File: src/rtl/axi_lite_regfile_if.sv
// -----------------------------------------------------------------------------
// axi4_lite_if
// AXI4-Lite signal bundle with a 32-bit data path.
//   modport s : responder view (used by axi_lite_regfile)
//   modport m : requester view
// Parameter ADDR_W sets the width of awaddr/araddr.
// -----------------------------------------------------------------------------
interface axi4_lite_if #(
    parameter int unsigned ADDR_W = 12
);
    logic [ADDR_W-1:0] awaddr;
    logic              awvalid;
    logic              awready;
    logic [31:0]       wdata;
    logic [3:0]        wstrb;
    logic              wvalid;
    logic              wready;
    logic [1:0]        bresp;
    logic              bvalid;
    logic              bready;
    logic [ADDR_W-1:0] araddr;
    logic              arvalid;
    logic              arready;
    logic [31:0]       rdata;
    logic [1:0]        rresp;
    logic              rvalid;
    logic              rready;

    modport s (
        input  awaddr, awvalid, wdata, wstrb, wvalid, bready, araddr, arvalid, rready,
        output awready, wready, bresp, bvalid, arready, rdata, rresp, rvalid
    );

    modport m (
        output awaddr, awvalid, wdata, wstrb, wvalid, bready, araddr, arvalid, rready,
        input  awready, wready, bresp, bvalid, arready, rdata, rresp, rvalid
    );
endinterface

File: src/rtl/axi_lite_regfile.sv
// -----------------------------------------------------------------------------
// axi_lite_regfile
// AXI4-Lite responder terminating host PIO accesses into NUM_REGS 32-bit
// registers. AW and W are captured independently; a write commits on the edge
// where both are (or become) held. At most one write and one read are
// outstanding; the read and write paths are independent.
//
// Ports:
//   aclk        in   clock, rising edge
//   areset      in   synchronous active-high reset
//   axi         s    axi4_lite_if responder modport
//   regs_o      out  register contents, register k at [32k+31:32k]
//   wr_pulse_o  out  one-cycle pulse per register on commit
//
// Build option: define AXI_LITE_REGS_SLVERR_EN to answer out-of-range
// accesses with SLVERR (2'b10); otherwise they complete OKAY and are ignored
// (reads return zero in both builds).
// -----------------------------------------------------------------------------
module axi_lite_regfile #(
    parameter int unsigned NUM_REGS  = 16,
    parameter int unsigned ADDR_W    = 12,
    parameter logic [31:0] RESET_VAL = 32'h0000_0000
) (
    input  logic                  aclk,
    input  logic                  areset,
    axi4_lite_if.s                axi,
    output logic [NUM_REGS*32-1:0] regs_o,
    output logic [NUM_REGS-1:0]   wr_pulse_o
);
    localparam int unsigned IDX_W = ADDR_W - 2;
    localparam int unsigned SEL_W = (NUM_REGS > 1) ? $clog2(NUM_REGS) : 1;
    localparam logic [1:0]  RESP_OKAY = 2'b00;
`ifdef AXI_LITE_REGS_SLVERR_EN
    localparam logic [1:0]  RESP_OOR  = 2'b10;
`else
    localparam logic [1:0]  RESP_OOR  = 2'b00;
`endif

    logic              aw_held_q, aw_held_d;
    logic [IDX_W-1:0]  aw_idx_q,  aw_idx_d;
    logic              w_held_q,  w_held_d;
    logic [31:0]       w_data_q,  w_data_d;
    logic [3:0]        w_strb_q,  w_strb_d;
    logic              bvalid_q,  bvalid_d;
    logic [1:0]        bresp_q,   bresp_d;
    logic              rvalid_q,  rvalid_d;
    logic [31:0]       rdata_q,   rdata_d;
    logic [1:0]        rresp_q,   rresp_d;
    logic [NUM_REGS-1:0] wr_pulse_q, wr_pulse_d;
    logic [31:0]       regs_q [NUM_REGS];

    // Readies are forced low during reset so nothing is accepted while the
    // state is being cleared.
    logic aw_hs, w_hs, ar_hs;
    assign axi.awready = !areset && !aw_held_q && !bvalid_q;
    assign axi.wready  = !areset && !w_held_q  && !bvalid_q;
    assign axi.arready = !areset && !rvalid_q;
    assign aw_hs = axi.awvalid && axi.awready;
    assign w_hs  = axi.wvalid  && axi.wready;
    assign ar_hs = axi.arvalid && axi.arready;

    // Commit uses the held copy if present, otherwise the live bus value, so a
    // write completing its last handshake commits on that same edge.
    logic             commit;
    logic [IDX_W-1:0] wr_idx;
    logic [31:0]      wr_data;
    logic [3:0]       wr_strb;
    logic             wr_in_range;
    logic [SEL_W-1:0] wr_sel;
    assign commit      = (aw_held_q || aw_hs) && (w_held_q || w_hs);
    assign wr_idx      = aw_held_q ? aw_idx_q : axi.awaddr[ADDR_W-1:2];
    assign wr_data     = w_held_q  ? w_data_q : axi.wdata;
    assign wr_strb     = w_held_q  ? w_strb_q : axi.wstrb;
    assign wr_in_range = 32'(wr_idx) < NUM_REGS;
    assign wr_sel      = wr_idx[SEL_W-1:0];

    logic [IDX_W-1:0] rd_idx;
    logic             rd_in_range;
    logic [SEL_W-1:0] rd_sel;
    assign rd_idx      = axi.araddr[ADDR_W-1:2];
    assign rd_in_range = 32'(rd_idx) < NUM_REGS;
    assign rd_sel      = rd_idx[SEL_W-1:0];

    // Byte-offset bits of the address are intentionally ignored.
    logic unused_addr_lsbs;
    assign unused_addr_lsbs = ^{axi.awaddr[1:0], axi.araddr[1:0]};

    always_comb begin
        // NOTE: every output of this block gets a default first, so no path
        // leaves a signal unassigned and no latch is inferred.
        aw_held_d  = aw_held_q;
        aw_idx_d   = aw_idx_q;
        w_held_d   = w_held_q;
        w_data_d   = w_data_q;
        w_strb_d   = w_strb_q;
        bvalid_d   = bvalid_q;
        bresp_d    = bresp_q;
        rvalid_d   = rvalid_q;
        rdata_d    = rdata_q;
        rresp_d    = rresp_q;
        wr_pulse_d = '0;

        if (aw_hs) begin
            aw_held_d = 1'b1;
            aw_idx_d  = axi.awaddr[ADDR_W-1:2];
        end
        if (w_hs) begin
            w_held_d = 1'b1;
            w_data_d = axi.wdata;
            w_strb_d = axi.wstrb;
        end

        if (commit) begin
            aw_held_d = 1'b0;
            w_held_d  = 1'b0;
            bvalid_d  = 1'b1;
            bresp_d   = wr_in_range ? RESP_OKAY : RESP_OOR;
            if (wr_in_range) begin
                wr_pulse_d[wr_sel] = 1'b1;
            end
        end else if (bvalid_q && axi.bready) begin
            bvalid_d = 1'b0;
        end

        // regs_q is the pre-commit value, so a read racing a write to the same
        // register on one edge returns the old contents.
        if (ar_hs) begin
            rvalid_d = 1'b1;
            rdata_d  = rd_in_range ? regs_q[rd_sel] : 32'h0;
            rresp_d  = rd_in_range ? RESP_OKAY : RESP_OOR;
        end else if (rvalid_q && axi.rready) begin
            rvalid_d = 1'b0;
        end
    end

    // NOTE: state registers use non-blocking assignments so every flop samples
    // the pre-edge values regardless of statement order.
    always_ff @(posedge aclk) begin
        if (areset) begin
            aw_held_q  <= 1'b0;
            aw_idx_q   <= '0;
            w_held_q   <= 1'b0;
            w_data_q   <= '0;
            w_strb_q   <= '0;
            bvalid_q   <= 1'b0;
            bresp_q    <= '0;
            rvalid_q   <= 1'b0;
            rdata_q    <= '0;
            rresp_q    <= '0;
            wr_pulse_q <= '0;
        end else begin
            aw_held_q  <= aw_held_d;
            aw_idx_q   <= aw_idx_d;
            w_held_q   <= w_held_d;
            w_data_q   <= w_data_d;
            w_strb_q   <= w_strb_d;
            bvalid_q   <= bvalid_d;
            bresp_q    <= bresp_d;
            rvalid_q   <= rvalid_d;
            rdata_q    <= rdata_d;
            rresp_q    <= rresp_d;
            wr_pulse_q <= wr_pulse_d;
        end
    end

    // NOTE: the register bank is reset explicitly because software relies on
    // RESET_VAL; this keeps it in flops rather than a RAM macro.
    always_ff @(posedge aclk) begin
        if (areset) begin
            for (int k = 0; k < int'(NUM_REGS); k++) begin
                regs_q[k] <= RESET_VAL;
            end
        end else if (commit && wr_in_range) begin
            for (int b = 0; b < 4; b++) begin
                if (wr_strb[b]) begin
                    regs_q[wr_sel][8*b +: 8] <= wr_data[8*b +: 8];
                end
            end
        end
    end

    for (genvar k = 0; k < int'(NUM_REGS); k++) begin : g_regs_o
        assign regs_o[32*k +: 32] = regs_q[k];
    end

    assign axi.bvalid = bvalid_q;
    assign axi.bresp  = bresp_q;
    assign axi.rvalid = rvalid_q;
    assign axi.rdata  = rdata_q;
    assign axi.rresp  = rresp_q;
    assign wr_pulse_o = wr_pulse_q;
endmodule
File: src/flat_wrapper.sv
// flat-port wrapper written by rule: the top's interface ports become plain ports
module axi_lite_regfile_flat 
#(
    parameter int unsigned NUM_REGS  = 16,
    parameter int unsigned ADDR_W    = 12,
    parameter logic [31:0] RESET_VAL = 32'h0000_0000
)
  (aclk, areset, regs_o, wr_pulse_o, axi_awaddr, axi_awvalid, axi_wdata, axi_wstrb, axi_wvalid, axi_bready, axi_araddr, axi_arvalid, axi_rready, axi_awready, axi_wready, axi_bresp, axi_bvalid, axi_arready, axi_rdata, axi_rresp, axi_rvalid);
  axi4_lite_if #(.ADDR_W(ADDR_W)) axi_i ();
  input  logic aclk;
  input  logic areset;
  output logic [NUM_REGS*32-1:0] regs_o;
  output logic [NUM_REGS-1:0] wr_pulse_o;
  input wire logic [$bits(axi_i.awaddr)-1:0] axi_awaddr;
  input wire logic [$bits(axi_i.awvalid)-1:0] axi_awvalid;
  input wire logic [$bits(axi_i.wdata)-1:0] axi_wdata;
  input wire logic [$bits(axi_i.wstrb)-1:0] axi_wstrb;
  input wire logic [$bits(axi_i.wvalid)-1:0] axi_wvalid;
  input wire logic [$bits(axi_i.bready)-1:0] axi_bready;
  input wire logic [$bits(axi_i.araddr)-1:0] axi_araddr;
  input wire logic [$bits(axi_i.arvalid)-1:0] axi_arvalid;
  input wire logic [$bits(axi_i.rready)-1:0] axi_rready;
  output wire logic [$bits(axi_i.awready)-1:0] axi_awready;
  output wire logic [$bits(axi_i.wready)-1:0] axi_wready;
  output wire logic [$bits(axi_i.bresp)-1:0] axi_bresp;
  output wire logic [$bits(axi_i.bvalid)-1:0] axi_bvalid;
  output wire logic [$bits(axi_i.arready)-1:0] axi_arready;
  output wire logic [$bits(axi_i.rdata)-1:0] axi_rdata;
  output wire logic [$bits(axi_i.rresp)-1:0] axi_rresp;
  output wire logic [$bits(axi_i.rvalid)-1:0] axi_rvalid;
  assign axi_i.awaddr = axi_awaddr;
  assign axi_i.awvalid = axi_awvalid;
  assign axi_i.wdata = axi_wdata;
  assign axi_i.wstrb = axi_wstrb;
  assign axi_i.wvalid = axi_wvalid;
  assign axi_i.bready = axi_bready;
  assign axi_i.araddr = axi_araddr;
  assign axi_i.arvalid = axi_arvalid;
  assign axi_i.rready = axi_rready;
  assign axi_awready = axi_i.awready;
  assign axi_wready = axi_i.wready;
  assign axi_bresp = axi_i.bresp;
  assign axi_bvalid = axi_i.bvalid;
  assign axi_arready = axi_i.arready;
  assign axi_rdata = axi_i.rdata;
  assign axi_rresp = axi_i.rresp;
  assign axi_rvalid = axi_i.rvalid;
  axi_lite_regfile #(.NUM_REGS(NUM_REGS), .ADDR_W(ADDR_W), .RESET_VAL(RESET_VAL)) u_core (.aclk(aclk), .areset(areset), .axi(axi_i), .regs_o(regs_o), .wr_pulse_o(wr_pulse_o));
endmodule
File: config.mk
export PLATFORM = sky130hd
export DESIGN_NAME = axi_lite_regfile_flat
export DESIGN_NICKNAME = d
export VERILOG_FILES = /design/src/rtl/axi_lite_regfile_if.sv /design/src/rtl/axi_lite_regfile.sv /design/src/flat_wrapper.sv
export SDC_FILE = /design/constraint.sdc
export NUM_CORES = 1
export LEC_CHECK = 0
export BUFFER_PORTS_ARGS = -buffer_cell sky130_fd_sc_hd__buf_2
export CAP_MARGIN = 15
export CORE_ASPECT_RATIO = 1.2
export CORE_MARGIN = 2
export CORE_UTILIZATION = 30
export CTS_BUF_LIST = sky130_fd_sc_hd__clkbuf_8
export DETAILED_ROUTE_END_ITERATION = 16
export GPL_ROUTABILITY_DRIVEN = 0
export SLEW_MARGIN = 0
export SYNTH_ARGS = -nofsm -noshare
export SYNTH_HDL_FRONTEND = slang
export SYNTH_SLANG_ARGS = --single-unit
File: constraint.sdc
create_clock -name aclk -period 5.45 [get_ports aclk]
set_input_delay 0.545 -clock aclk [delete_from_list [all_inputs] [get_ports aclk]]
set_output_delay 0.545 -clock aclk [all_outputs]
set_load 0.02 [all_outputs]
==> impl_metrics.csv <==
group,metric,value,unit
sta,skew,54.37,ps
floorplan,die-area,92200,um^2
global_route,antenna_found_initial,15,
global_route,grt_pass1_vias,19770,
critical_path,r2r-end,"u_core.regs_q[2][17]$_SDFFCE_PN0P_",
critical_path,crit_fanout,19,
critical_path,startpoint_type,"flop",
floorplan,core_area,89040,um^2
global_route,grt_max_degree,70,
placed_design,placed_cell_area,31180,um^2
global_route,grtUsageTotal,0.2276,
drt,drt-initial-drc-count,1960,
drt,vias,19880,
clock_network,cts_root_buf,"clkbuf_8",
placed_design,dp_hpwl,78310,um
synthesis,postSynthAreaPerCell,13.81,um^2
pwr,intPower,7.899,mW
clock_network,cts.sinks,610,
sta,rsz0062_at_grt,"false",
synthesis,yosysSeqAreaShare,0.6437,
pwr,p_clk_frac,0.399,
synthesis,synth.distinct_cells,45,
min_path,worstHoldPathType,"primary input to flop",
synthesis,yosysTopAreaCell,"edfxtp_1",
placed_design,post-place-ws,1600,ps
floorplan,die_w,277.5,um
critical_path,r2r_start,"u_core.aw_held_q$_SDFFE_PP0P_",
sta,final.setup.tns,0,ps
sta,finalCriticalPeriod,3792,ps
pwr,switching_share,0.2688,
sta,fin_crit_sh,0.6958,
layout,multi_input_area,8747,um^2
critical_path,crit_slowest_cell,"mux2i_4",
run_status,status,"finished, final reports clean",
min_path,hold_depth,3,
critical_path,max_stage_delay,1000,ps
floorplan,rows,120,
critical_path,reg2reg_slack,1660,ps
sta,finalHoldViolations,0,
pwr,finalPower,10.80,mW
sta,finalSetupViolations,0,
pwr,powerDensity,324.2,nW/um^2
global_route,grt_pass1_wl,148900,um
pwr,total_leakage_power,13.04,nW
drt,drc_errors,0,
critical_path,critical_path_buf_inv_count,0,
drt,vias_per_cell,5.212,
critical_path,required,5750,ps
layout,num-nets-final,2635,
layout,seq_area,17340,um^2
layout,final_cell_mix,"buf_2, nor2_1, edfxtp_1, nand2_1, mux4_2",
clock_network,cts_tree,"done",
synthesis,synthTopCellsByArea,"edfxtp_1, mux4_2, nor2_1",
sta,fin_ws,1658,ps
sta,tightest_slew,1199,ps
synthesis,ys_seq_elements,610,
layout,fin_util,0.3742,
global_route,grt_overflow,0,
pwr,worst_ir_drop_vdd,0.0002557,V
critical_path,reg2reg_depth,3,
clock_network,htree_levels,3,
pwr,pwr-share-comb,0.109,
clock_network,cts_buffers,100,
critical_path,crit_type,"flop to flop",
synthesis,postSynthCellCount,1950,
sta,slew_headroom,0.2005,
clock_network,clkLatencyLatePin,730,ps
synthesis,syn_area,26930,um^2
sta,fmax,0.2637,GHz
pwr,seqPwrFrac,0.492,
floorplan,die_h,332.2,um
synthesis,synth_top_area_share,0.5709,
critical_path,path_depth,3,
layout,nFillCells,8562,
layout,final_layout_size_suffix_gt1_frac,0.4195,
layout,area_delta_synth_final,23.71,%
drt,wl_per_cell,28.31,um
critical_path,endpoint,"u_core.regs_q[2][17]$_SDFFCE_PN0P_",
floorplan,pin_count,636,
placed_design,numPortBuffers,627,
critical_path,cp-startpoint,"u_core.aw_held_q$_SDFFE_PP0P_",
sta,slew_violations,0,
synthesis,yosysWarnings,0,
layout,fin_area,33320,um^2
drt,drtPass1Iterations,5,
critical_path,end_kind,"flop",
job,max_cap_viol_count,0,
critical_path,cp.arrival,4090,ps
critical_path,critical-path-top-delay-family,"compound AO/OA/AOI/OAI gates",
clock_network,cts-resized-gates,0,
drt,ant_nets,0,
pwr,p_sw,2.904,mW
critical_path,cp_cell_sequence,"mux2i_4 -> o2111ai_4 -> o21bai_1",
layout,final_common_cell,"buf_2",
clock_network,cts_max_path_buffers,3,
drt,drt_wl_total,108000,um
clock_network,path_clk_slew,60,ps
floorplan,start_util,0.3025,
-- kinds of logic (layout without fill, tap and decap cells) --
group                  count (synthesis)  after routing  share of synthesized area
AND/OR/NAND/NOR                      733            733                     0.1056
flip-flops                           610            610                     0.6437
AO/OA/AOI/OAI                        212            212                    0.07540
multiplexers                         207            207                     0.1393
buffers and inverters                187            885                    0.03587
other                                  1              8                  0.0001392
-- repair_timing --
item,in CTS,in global routing
hold buffers,1,0
hold endpoints to repair,1,0
buffers inserted,0,0
-- worst min path at each step --
| stage | start | end | slack, ps |
|---|---|---|---|
| 2_1_floorplan | u_core.w_data_q[16]$_SDFFE_PP0P_ | u_core.w_data_q[16]$_SDFFE_PP0P_ | 430 |
| 3_3_place_gp | u_core.w_data_q[17]$_SDFFE_PP0P_ | u_core.w_data_q[17]$_SDFFE_PP0P_ | 440 |
| 3_5_place_dp | u_core.w_data_q[20]$_SDFFE_PP0P_ | u_core.w_data_q[20]$_SDFFE_PP0P_ | 440 |
| 4_1_cts | axi_wdata[14] | u_core.w_data_q[14]$_SDFFE_PP0P_ | 20 |
| 5_1_grt | axi_wdata[27] | u_core.w_data_q[27]$_SDFFE_PP0P_ | 50 |
| 6_report | axi_wdata[0] | u_core.w_data_q[0]$_SDFFE_PP0P_ | 100 |
-- layer usage --
metal / vias to the layer above / share of wire / GRT usage
met5: - / 0.00019 / 0
met4: 4 / 0.033 / 0.08048
met3: 208 / 0.083 / 0.05522
met2: 1096 / 0.49 / 0.3866
met1: 10160 / 0.39 / 0.2814
li1: 8412 / - / -
-- flip-flops by register name, indices dropped and copies added, names as in the netlist --
register           count
u_core.axi.rdata      32
u_core.w_strb_q        4
u_core.aw_held_q       1
u_core.aw_idx_q       10
u_core.w_held_q        1
u_core.axi.rvalid      1
u_core.axi.bvalid      1
u_core.w_data_q       32
u_core.wr_pulse_o     16
u_core.regs_q        512
-- power groups by stage --
stage               Combinational (mW)  Sequential [mW]  Clock [mW]
floorplan                        0.555             5.53           0
global placement                  1.18             5.40           0
detailed placement                1.19             5.41           0
CTS                               1.19             5.31        4.36
global route                      1.24             5.32        4.57
finish                            1.18             5.31        4.31
-- area by class of cell --
type,instances,area share
antenna,4,0.0003004
clock buffer,103,0.04255
clock inverter,82,0.02043
inverter,18,0.002028
multi-input combinational,1156,0.2625
sequential,610,0.5204
tap,1159,0.04352
timing repair buffer,682,0.1083
-- worst min-delay path, cell delays in order --
cell     delay [ps]
buf_2           100
nand2_1          50
a21oi_1          50
-- synth_stat cells (all sizes together) --
cell type / n
nor2: 574
edfxtp: 512
nand2: 133
mux4: 128
buf: 107
dfxtp: 98
clkbuf: 62
a21oi: 60
a31o: 48
mux2: 42
mux2i: 37
a221o: 32
o2111ai: 24
inv: 18
a31oi: 17
o21bai: 16
a22oi: 7
and2: 5
nor3: 5
a211oi: 3
nand3b: 3
or3b: 3
nand3: 2
nor4: 2
o21a: 2
or3: 2
a21boi: 1
a2bb2oi: 1
conb: 1
nand4: 1
nor2b: 1
nor3b: 1
nor4b: 1
o22ai: 1
-- stage by stage --
stage | std cells | hold slack (ps)
2_1_floorplan | 1953 | 432.9
3_3_place_gp | 3623 | 439.5
4_1_cts | 3809 | 19.78
5_1_grt | 3813 | 52.33
3_5_place_dp | 3623 | 443.9
6_report | 3814 | 101.9
Power figures use the tool's default switching activity.
